## src/rtl/conv_weight_bank.sv

```systemverilog
// rtl/conv_weight_bank.sv - parametrised int8 conv kernel/bias store with req/valid kernel fetch
module conv_weight_bank #(
    parameter int  KSIZE     = 5,
    parameter int  NUM_OC    = 6,
    parameter int  NUM_IC    = 1,
    parameter int  WW        = 8,
    parameter int  BW        = 16,
    parameter      INIT_FILE = "",
    localparam int KK        = KSIZE * KSIZE,
    localparam int DEPTH     = NUM_OC * NUM_IC * KK,
    localparam int OCW       = (NUM_OC > 1) ? $clog2(NUM_OC) : 1,
    localparam int ICW       = (NUM_IC > 1) ? $clog2(NUM_IC) : 1,
    localparam int AW        = (DEPTH > 1) ? $clog2(DEPTH) : 1,
    localparam int DW        = (WW > BW) ? WW : BW
) (
    input  logic             clk,
    input  logic             rst_n,
    input  logic             weight_req,
    input  logic [OCW-1:0]   oc_idx,
    input  logic [ICW-1:0]   ic_idx,
    input  logic             wr_en,
    input  logic             wr_bias,
    input  logic [AW-1:0]    wr_addr,
    input  logic [DW-1:0]    wr_data,
    output logic [KK*WW-1:0] weights,
    output logic [BW-1:0]    bias,
    output logic             weight_valid,
    output logic             busy,
    output logic             idx_err
);

    // Word counter must be able to hold KK (the "all addresses issued" value).
    localparam int            JW   = (KK > 1) ? $clog2(KK + 1) : 1;
    localparam logic [JW-1:0] KK_J = JW'(KK);
    localparam logic [JW-1:0] LAST_J = JW'(KK - 1);

    typedef enum logic [1:0] {
        S_IDLE  = 2'd0,
        S_FETCH = 2'd1,
        S_READY = 2'd2
    } state_t;

    state_t            state_q, state_d;
    logic [JW-1:0]     rd_cnt_q, rd_cnt_d;
    logic [OCW-1:0]    oc_q;
    logic [ICW-1:0]    ic_q;
    logic              rd_vld_q;
    logic [JW-1:0]     rd_slot_q;
    logic              idx_err_q, idx_err_d;
    logic [KK*WW-1:0]  weights_q;
    logic [BW-1:0]     bias_q;

    // Storage: weight array maps to block RAM, bias array is small.
    logic [WW-1:0]     wmem [DEPTH];
    logic [BW-1:0]     bmem [NUM_OC];
    logic [WW-1:0]     rd_data_q;
    logic [BW-1:0]     bias_sh_q;
    logic [KK*WW-1:0]  shadow_q;
    logic [KK*WW-1:0]  kernel_full;

    logic              req_ok;
    logic              accept;
    logic              commit;
    logic              rd_en;
    logic              bias_rd_en;
    logic              last_capture;
    logic [AW-1:0]     rd_addr;
    logic              wr_w_ok;
    logic              wr_b_ok;

    assign req_ok       = (int'(oc_idx) < NUM_OC) && (int'(ic_idx) < NUM_IC);
    assign rd_en        = (state_q == S_FETCH) && (rd_cnt_q < KK_J);
    assign bias_rd_en   = (state_q == S_FETCH) && (rd_cnt_q == '0);
    assign last_capture = rd_vld_q && (rd_slot_q == LAST_J);
    assign rd_addr      = AW'((int'(oc_q) * NUM_IC + int'(ic_q)) * KK + int'(rd_cnt_q));
    assign wr_w_ok      = wr_en && !wr_bias && (int'(wr_addr) < DEPTH);
    assign wr_b_ok      = wr_en && wr_bias && (int'(wr_addr[OCW-1:0]) < NUM_OC);

    // Weight array: independent write port, registered read (old data on same-address collision).
    always_ff @(posedge clk) begin
        if (wr_w_ok) begin
            wmem[wr_addr] <= wr_data[WW-1:0];
        end
        if (rd_en) begin
            rd_data_q <= wmem[rd_addr];
        end
    end

    // Bias array: same write semantics; the fetched oc's bias is sampled in the first FETCH cycle.
    always_ff @(posedge clk) begin
        if (wr_b_ok) begin
            bmem[wr_addr[OCW-1:0]] <= wr_data[BW-1:0];
        end
        if (bias_rd_en) begin
            bias_sh_q <= bmem[oc_q];
        end
    end

    // Shadow kernel: each returned word lands in its slot; outputs only see it at commit.
    always_ff @(posedge clk) begin
        if (rd_vld_q) begin
            shadow_q[int'(rd_slot_q)*WW +: WW] <= rd_data_q;
        end
    end

    // The last word is still in the read register at commit, so merge it in directly.
    always_comb begin
        kernel_full = shadow_q;
        kernel_full[(KK-1)*WW +: WW] = rd_data_q;
    end

    // Next-state logic: request acceptance, word counting, abort on req drop, commit.
    always_comb begin
        state_d   = state_q;
        rd_cnt_d  = rd_cnt_q;
        idx_err_d = 1'b0;
        accept    = 1'b0;
        commit    = 1'b0;
        case (state_q)
            S_IDLE: begin
                if (weight_req) begin
                    if (req_ok) begin
                        accept   = 1'b1;
                        rd_cnt_d = '0;
                        state_d  = S_FETCH;
                    end else begin
                        idx_err_d = 1'b1;
                    end
                end
            end
            S_FETCH: begin
                if (!weight_req) begin
                    state_d = S_IDLE;
                end else begin
                    if (rd_cnt_q < KK_J) begin
                        rd_cnt_d = rd_cnt_q + 1'b1;
                    end
                    if (last_capture) begin
                        commit  = 1'b1;
                        state_d = S_READY;
                    end
                end
            end
            S_READY: begin
                if (!weight_req) begin
                    state_d = S_IDLE;
                end
            end
            default: begin
                state_d = S_IDLE;
            end
        endcase
    end

    // Control and committed output registers; memories and shadow are deliberately not reset.
    always_ff @(posedge clk) begin
        if (!rst_n) begin
            state_q   <= S_IDLE;
            rd_cnt_q  <= '0;
            oc_q      <= '0;
            ic_q      <= '0;
            rd_vld_q  <= 1'b0;
            rd_slot_q <= '0;
            idx_err_q <= 1'b0;
            weights_q <= '0;
            bias_q    <= '0;
        end else begin
            state_q   <= state_d;
            rd_cnt_q  <= rd_cnt_d;
            rd_vld_q  <= rd_en;
            rd_slot_q <= rd_cnt_q;
            idx_err_q <= idx_err_d;
            if (accept) begin
                oc_q <= oc_idx;
                ic_q <= ic_idx;
            end
            if (commit) begin
                weights_q <= kernel_full;
                bias_q    <= bias_sh_q;
            end
        end
    end

    assign weights      = weights_q;
    assign bias         = bias_q;
    assign weight_valid = (state_q == S_READY);
    assign busy         = (state_q == S_FETCH);
    assign idx_err      = idx_err_q;

endmodule
```

## config.mk

```make
export PLATFORM = sky130hd
export DESIGN_NAME = conv_weight_bank
export DESIGN_NICKNAME = d
export VERILOG_FILES = /design/src/rtl/conv_weight_bank.sv
export SDC_FILE = /design/constraint.sdc
export NUM_CORES = 2
export LEC_CHECK = 0
export ABC_AREA = 1
export BUFFER_PORTS_ARGS = -buffer_cell sky130_fd_sc_hd__buf_2
export CORE_MARGIN = 10
export CORE_UTILIZATION = 59
export DETAILED_ROUTE_END_ITERATION = 6
export GPL_ROUTABILITY_DRIVEN = 1
export PLACE_DENSITY = 0.76
export SYNTH_ARGS = -nofsm -noshare
export SYNTH_HDL_FRONTEND = slang
export SYNTH_SLANG_ARGS = --single-unit
```

## constraint.sdc

```tcl
create_clock -name clk -period 4.2 [get_ports clk]
set_input_delay 0.21 -clock clk [delete_from_list [all_inputs] [get_ports clk]]
set_output_delay 0.21 -clock clk [all_outputs]
set_load 0.02 [all_outputs]
```

## Word level (Yosys, flattened, before mapping)

Memories as Yosys holds them, arrays and structs flattened. A register that Yosys moved wholly into a read port is not among the register bits.
Index checks and enable logic that the tools add are counted.

- Add/subtract/negate cells: 4
- Multipliers: 1
- Order comparisons: 5
- Equal/unequal tests: 9
- Shift-type cells: 2
- Mux-type cells: 23
- Reduce and logical (&&, ||, !) cells: 15

Operator list:

| operator | number |
|---|---|
| $bwmux W200 | 1 |
| $shift A8 B33 Y200 const A | 1 |
| $shiftx A8 B33 Y200 | 1 |
| $neg A8 Y33 | 1 |
| $mux W5 | 4 |
| $mux W1 | 11 |
| $mux W2 | 5 |
| $pmux W5 S2 | 1 |
| $add A8 B5 Y8 | 1 |
| $logic_and A1 B1 Y1 | 8 |
| $lt A8 B8 Y1 const B | 1 |
| $mul A4 B5 Y8 const B | 1 |
| $ne A2 B2 Y1 const B | 4 |
| $lt A3 B3 Y1 const B | 2 |
| $pmux W2 S3 | 1 |
| $add A5 B1 Y5 const B | 1 |
| $eq A5 B5 Y1 const B | 1 |
| $logic_not A5 Y1 | 1 |
| $lt A5 B5 Y1 const B | 1 |
| $reduce_and A5 Y1 | 1 |
| $add A3 B1 Y4 | 1 |
| $reduce_and A4 Y1 | 1 |
| $ne A3 B2 Y1 const B | 1 |
| $reduce_and A3 Y1 | 1 |
| 7 further kinds | 7 |

- Bits in registers: 434
- Memory bits (writable): 1,296
- Input port bits: 33
- Output and inout port bits: 219
- Logic and storage cells: 71
- Memories: 2

Memory list:

| name | depth | bits a word | read ports | clocked after Yosys merged registers in | wr ports | RTL line | text |
|---|---|---|---|---|---|---|---|
| wmem | 150 | 8 | 1 | 1 | 1 | 54 | `logic [WW-1:0] wmem [DEPTH];` |
| bmem | 6 | 16 | 1 | 1 | 1 | 55 | `logic [BW-1:0] bmem [NUM_OC];` |

## Longest topological paths before layout

- Depth in word-level cells: 5
- Depth in mapped cells: 18
- Depth with buffers taken out: 16

## Least setup slack after synthesis

Ideal clock, no wire load.

- Kind: register to register
- From: register oc_q[1]
- To: register rd_data_q[5] (read register of wmem), data pin
- Library setup time: 0.254 ns
- Data arrival time: 3.371 ns
- Required time: 3.946 ns
- Setup slack: 0.575 ns
- Cell stages (with the launch flop): 18
- Path buffers: 3
- Clock period less this slack: 3.625 ns
- Cells stage by stage: dfxtp_1 -> clkbuf_1 -> clkbuf_1 -> and3_1 -> ha_1 -> inv_1 -> fa_1 -> inv_1 -> ha_1 -> nand2_1 -> o21ai_0 -> xor2_1 -> inv_1 -> clkbuf_1 -> nand3_1 -> nand3_1 -> nand3_1 -> nand2_1

- Cells in the longest elaborated chain, start to end: 3

Ends and longest elaborated chain:

| what | RTL line | text |
|---|---|---|
| start, declared | 45 | `logic [OCW-1:0] oc_q;` |
| start signal, assigned | 174 | `oc_q <= oc_idx;` |
| $add A3 B1 Y4 | 75 | `assign rd_addr = AW'((int'(oc_q) * NUM_IC + int'(ic_q)) * KK + int'(rd_cnt_q));` |
| $mul A4 B5 Y8 | 75 |  |
| $add A8 B5 Y8 | 75 |  |
| end, declared | 56 | `logic [WW-1:0] rd_data_q;` |

Every way passes these cells.
A chain may end at the register's enable or synchronous reset.

## Final worst setup path

- From: register oc_q[0]
- To: register rd_data_q[0] (read register of wmem), data pin

Same word-level chain as after synthesis.

==> impl_metrics.prom <==
# TYPE chip_impl_metric gauge
chip_impl_metric{name="post_synth_num_cell_types",unit=""} 40
chip_impl_metric{name="crit_fanout",unit=""} 16
chip_impl_metric{name="postRouteWirelength",unit="um"} 194000
chip_impl_metric{name="final_weighted_congestion_in_routability_driven_placement",unit=""} 0.941
chip_impl_metric{name="register_area",unit="um2"} 50100
chip_impl_metric{name="post_cts_buffers",unit=""} 0
chip_impl_metric{name="setup-tns-final",unit="ns"} 0
chip_impl_metric{name="post_cts_resize_count",unit=""} 0
chip_impl_metric{name="finalNetCount",unit=""} 6509
chip_impl_metric{name="finalWorstPathRequiredPeriod",unit="ns"} 3.97
chip_impl_metric{name="globalRoute.totalOverflow",unit=""} 0
chip_impl_metric{name="portion_of_total_power_attributed_to_sequential_cells",unit=""} 0.517
chip_impl_info{name="worstHoldStart",value="wr_data[7]"} 1
chip_impl_metric{name="dieHeight",unit="um"} 365
chip_impl_info{name="grt_setup_unrepaired",value="no"} 1
chip_impl_metric{name="min_path_cells",unit=""} 1
chip_impl_metric{name="yosys.area.top_type_share",unit=""} 0.648
chip_impl_metric{name="setup_viol",unit=""} 0
chip_impl_info{name="synth_ff_type",value="sky130_fd_sc_hd__edfxtp_1"} 1
chip_impl_metric{name="cts.reportedPaths.clkPinSlew",unit="ns"} 0.06
chip_impl_metric{name="clock_path_buffers",unit=""} 3
chip_impl_info{name="crit_path_cell_trace",value="ha_1, ha_1, ha_1, inv_1, fa_1, inv_1, ha_1, nand2_1, o21ai_0, xor2_1, inv_1, nand3_1, nand3_1, nand3_1, nand2_1"} 1
chip_impl_metric{name="first_global_vias",unit=""} 46900
chip_impl_metric{name="route.detailed.vias_per_inst",unit=""} 6.02
chip_impl_metric{name="cellLeakagePower",unit="nW"} 29.2
chip_impl_metric{name="filler_cell_count",unit=""} 8437
chip_impl_metric{name="cts_max_level",unit=""} 4
chip_impl_metric{name="worst-r2r-setup-slack",unit="ns"} 0.23
chip_impl_metric{name="num_io_pins",unit=""} 252
chip_impl_info{name="synthTopCellsByCount",value="1512 x sky130_fd_sc_hd__edfxtp_1, 1210 x sky130_fd_sc_hd__nand2_1, 1085 x sky130_fd_sc_hd__nor2_1, 748 x sky130_fd_sc_hd__nand3_1, 438 x sky130_fd_sc_hd__o21ai_0"} 1
chip_impl_metric{name="worst-slew-pin-transition",unit="ns"} 1.30
chip_impl_metric{name="irDropWorstVdd",unit="mV"} 0.428
chip_impl_metric{name="max_freq",unit="MHz"} 252
chip_impl_info{name="cts.root.buffer_cell",value="sky130_fd_sc_hd__clkbuf_16"} 1
chip_impl_info{name="timing.critical_path.slowest_stage_cell",value="sky130_fd_sc_hd__fa_1"} 1
chip_impl_metric{name="cts.sink_count",unit=""} 1746
chip_impl_info{name="hold_class",value="input pin to flop"} 1
chip_impl_metric{name="ys_seq_elements",unit=""} 1746
chip_impl_metric{name="whs",unit="ns"} 0.0264
chip_impl_metric{name="rows",unit=""} 126
chip_impl_info{name="synth_top_area_cell",value="sky130_fd_sc_hd__edfxtp_1"} 1
chip_impl_info{name="cp-end-kind",value="flop"} 1
chip_impl_metric{name="post_synth.cell_area_avg",unit="um2"} 11.1
chip_impl_info{name="start_kind",value="flop"} 1
chip_impl_metric{name="p_int",unit="mW"} 28.0
chip_impl_info{name="worst_hold_path_ep",value="bmem[5][7]"} 1
chip_impl_metric{name="finish.cell_count_without_fillers",unit=""} 8119
chip_impl_metric{name="pwr_density_cell",unit="nW/um2"} 465
chip_impl_metric{name="maxCapViolCount",unit=""} 0
chip_impl_metric{name="post_cts_hold_buffer_count",unit=""} 20
chip_impl_metric{name="clk_latency",unit="ns"} 0.82
chip_impl_metric{name="report.final.hold_viol_count",unit=""} 0
chip_impl_metric{name="cp_data_arrival_time",unit="ns"} 4.53
chip_impl_metric{name="start_util",unit=""} 0.594
chip_impl_metric{name="number_of_synthesized_flops_with_an_enable_pin",unit=""} 1512
chip_impl_metric{name="power_frac_comb",unit=""} 0.075
chip_impl_metric{name="fin_area",unit="um2"} 78500
chip_impl_info{name="rr_startpoint",value="oc_q[0]"} 1
chip_impl_metric{name="switching_share",unit=""} 0.234
chip_impl_metric{name="route.detailed.drc",unit=""} 0
chip_impl_info{name="cts_tree",value="done"} 1
chip_impl_metric{name="worst_r2r_path_depth",unit=""} 15
chip_impl_info{name="critical_path.startpoint",value="oc_q[0]"} 1
chip_impl_metric{name="skew",unit="ns"} 0.0243
chip_impl_metric{name="design.die.area",unit="um2"} 133000
chip_impl_metric{name="mappedNetlistArea",unit="um2"} 70000
chip_impl_metric{name="final_max_slew_viol_count",unit=""} 0
chip_impl_metric{name="placeable_core_region",unit="um2"} 118000
chip_impl_info{name="timing.critical_path.mode_cell",value="sky130_fd_sc_hd__ha_1"} 1
chip_impl_metric{name="synthesis.instances",unit=""} 6289
chip_impl_info{name="yosysMostFrequentCell",value="sky130_fd_sc_hd__edfxtp_1"} 1
chip_impl_metric{name="multi_input_comb_area",unit="um2"} 17300
chip_impl_metric{name="grt_pass1_wl",unit="um"} 288000
chip_impl_metric{name="first_pass_iters",unit=""} 6
chip_impl_metric{name="post_route_cells_drive_above_1_share",unit=""} 0.109
chip_impl_metric{name="groute.usage.overall",unit=""} 0.287
chip_impl_metric{name="area_delta_synth_final",unit="%"} 12.1
chip_impl_metric{name="clkPwrFrac",unit=""} 0.408
chip_impl_info{name="regToRegEndpoint",value="rd_data_q[0]"} 1
chip_impl_metric{name="power",unit="mW"} 36.5
chip_impl_metric{name="wl_per_cell",unit="um"} 23.9
chip_impl_metric{name="synth-warning-count",unit=""} 0
chip_impl_info{name="status",value="finished clean"} 1
chip_impl_metric{name="max_stage_delay",unit="ns"} 0.48
chip_impl_info{name="worst-setup-path-type",value="flop to flop"} 1
chip_impl_info{name="synth.area.top_cells",value="sky130_fd_sc_hd__edfxtp_1 65%, sky130_fd_sc_hd__dfxtp_1 6.7%, sky130_fd_sc_hd__nand2_1 6.5%, sky130_fd_sc_hd__nor2_1 5.8%, sky130_fd_sc_hd__nand3_1 5.3%"} 1
chip_impl_metric{name="post-dp-hpwl",unit="um"} 119000
chip_impl_metric{name="dr.first_iter.drc_count",unit=""} 6899
chip_impl_metric{name="detailroute.via_count",unit=""} 48900
chip_impl_metric{name="antenna_violating_nets_post_route",unit=""} 0
chip_impl_metric{name="port_buffers",unit=""} 251
chip_impl_metric{name="power.switching",unit="mW"} 8.55
chip_impl_metric{name="number_of_antenna_violations_at_the_first_check_in_global_routing",unit=""} 3
chip_impl_metric{name="tritoncts.num_buffers",unit=""} 170
chip_impl_metric{name="cp_data_required_time",unit="ns"} 4.76
chip_impl_metric{name="syn_nets",unit=""} 6346
chip_impl_metric{name="placed_cell_area",unit="um2"} 73000
chip_impl_metric{name="synth-seq-area-share",unit=""} 0.715
chip_impl_metric{name="dp_cells",unit=""} 7796
chip_impl_metric{name="post_route_clock_period_utilization",unit=""} 0.946
chip_impl_metric{name="maxSlewHeadroom",unit=""} 0.135
chip_impl_metric{name="die_width",unit="um"} 365
chip_impl_metric{name="synthArstFlopShare",unit=""} 0
chip_impl_metric{name="grt_start_max_net_pins",unit=""} 181
[metal layers]
metal,routed length [um],vias up,GRT usage
li1,-,22000,-
met1,72000,23500,0.373
met2,92400,2967,0.463
met3,20400,480,0.0620
met4,9220,0,0.135
met5,0,-,0
[registers in the layout, summed over array words and instances (netlist names)]
name	count
wmem	1200
weights	200
shadow_q	192
bmem	96
bias	16
bias_sh_q	16
rd_data_q	8
rd_cnt_q	5
rd_slot_q	5
oc_q	3
state_q	2
ic_q	1
idx_err	1
rd_vld_q	1
[cell type report]
type | count | area share
well taps | 1536 | 0.0245
diodes | 2 | 0.0000637
multi-input cells | 3847 | 0.221
flip-flops and latches | 1746 | 0.638
repair buffers | 380 | 0.0335
clock buffers | 224 | 0.0579
inverters | 307 | 0.0150
clock inverters | 77 | 0.0104
[power by group through the flow]
stage          clock, mW  combinational (mW)  sequential (mW)
2_1_floorplan          0                1.54             19.2
3_3_place_gp           0                2.62             19.2
3_5_place_dp           0                2.65             19.2
4_1_cts             15.0                2.69             18.9
5_1_grt             15.7                2.94             18.9
6_report            14.9                2.75             18.9
[worst max path at each step]
| stage | endpoint | cells past startpoint |
|---|---|---|
| detailed placement | rd_data_q[0] | 15 |
| floorplan | rd_data_q[5] | 17 |
| finish | rd_data_q[0] | 15 |
| global placement | rd_data_q[6] | 15 |
| global route | rd_data_q[3] | 17 |
| CTS | rd_data_q[0] | 15 |
[per-stage QoR]
| step | util | worst slack [ns] |
|---|---|---|
| 6_report | 0.666 | 0.229 |
| 5_1_grt | 0.666 | 0.0928 |
| 4_1_cts | 0.666 | 0.236 |
| 3_5_place_dp | 0.619 | 0.290 |
| 3_3_place_gp | 0.619 | 0.269 |
| 2_1_floorplan | - | 0.575 |
[critical path: cells and delay by family (launching register included)]
| family | cells | cell delay [ns] |
|---|---|---|
| AOI/OAI and AO/OA | 1 | 0.31 |
| xor gates and xnor gates | 1 | 0.37 |
| adders and majority gates | 5 | 1.60 |
| buffers and inverters | 3 | 0.49 |
| DFF | 1 | 0.31 |
| and+or+nand+nor | 5 | 0.63 |
[logic make-up (layout without fill, tap and decap cells)]
logic type | after synthesis | count (layout) | synth area share
DFF | 1746 | 1746 | 0.715
xor gates and xnor gates | 7 | 7 | 0.000875
adders and majority gates | 24 | 24 | 0.00450
AOI/OAI and AO/OA | 605 | 605 | 0.0490
buffers and inverters | 696 | 988 | 0.0387
other | 0 | 2 | 0
and+or+nand+nor | 3211 | 3211 | 0.192
[layout by cell type (no fill, tap or decap), types with 4 or more instances in the layout]
| cell type | instances |
|---|---|
| sky130_fd_sc_hd__o311ai_0 | 8 |
| sky130_fd_sc_hd__ha_1 | 20 |
| sky130_fd_sc_hd__buf_12 | 24 |
| sky130_fd_sc_hd__dlygate4sd3_1 | 20 |
| sky130_fd_sc_hd__bufinv_16 | 13 |
| sky130_fd_sc_hd__edfxtp_1 | 1512 |
| sky130_fd_sc_hd__nor3_1 | 24 |
| sky130_fd_sc_hd__nand2_1 | 1207 |
| sky130_fd_sc_hd__a32o_1 | 16 |
| sky130_fd_sc_hd__nor2_1 | 1084 |
| sky130_fd_sc_hd__nand4_1 | 26 |
| sky130_fd_sc_hd__nor2_2 | 90 |
| sky130_fd_sc_hd__inv_1 | 295 |
| sky130_fd_sc_hd__dfxtp_1 | 234 |
| sky130_fd_sc_hd__buf_4 | 86 |
| sky130_fd_sc_hd__clkinv_1 | 31 |
| sky130_fd_sc_hd__a21oi_1 | 36 |
| sky130_fd_sc_hd__nand3_1 | 748 |
| sky130_fd_sc_hd__inv_2 | 6 |
| sky130_fd_sc_hd__clkbuf_1 | 47 |
| sky130_fd_sc_hd__clkbuf_8 | 4 |
| sky130_fd_sc_hd__inv_16 | 6 |
| sky130_fd_sc_hd__buf_2 | 242 |
| sky130_fd_sc_hd__inv_6 | 5 |
| sky130_fd_sc_hd__xor2_1 | 4 |
| sky130_fd_sc_hd__clkinv_2 | 19 |
| sky130_fd_sc_hd__nand2_4 | 11 |
| sky130_fd_sc_hd__o221ai_1 | 31 |
| sky130_fd_sc_hd__o211ai_1 | 48 |
| sky130_fd_sc_hd__nor4_2 | 4 |
| sky130_fd_sc_hd__clkbuf_16 | 172 |
| sky130_fd_sc_hd__o21ai_0 | 438 |
| sky130_fd_sc_hd__buf_6 | 8 |
| sky130_fd_sc_hd__nand2_2 | 4 |
| sky130_fd_sc_hd__o22ai_1 | 25 |
No activity file was read; power rests on OpenSTA's default activity.
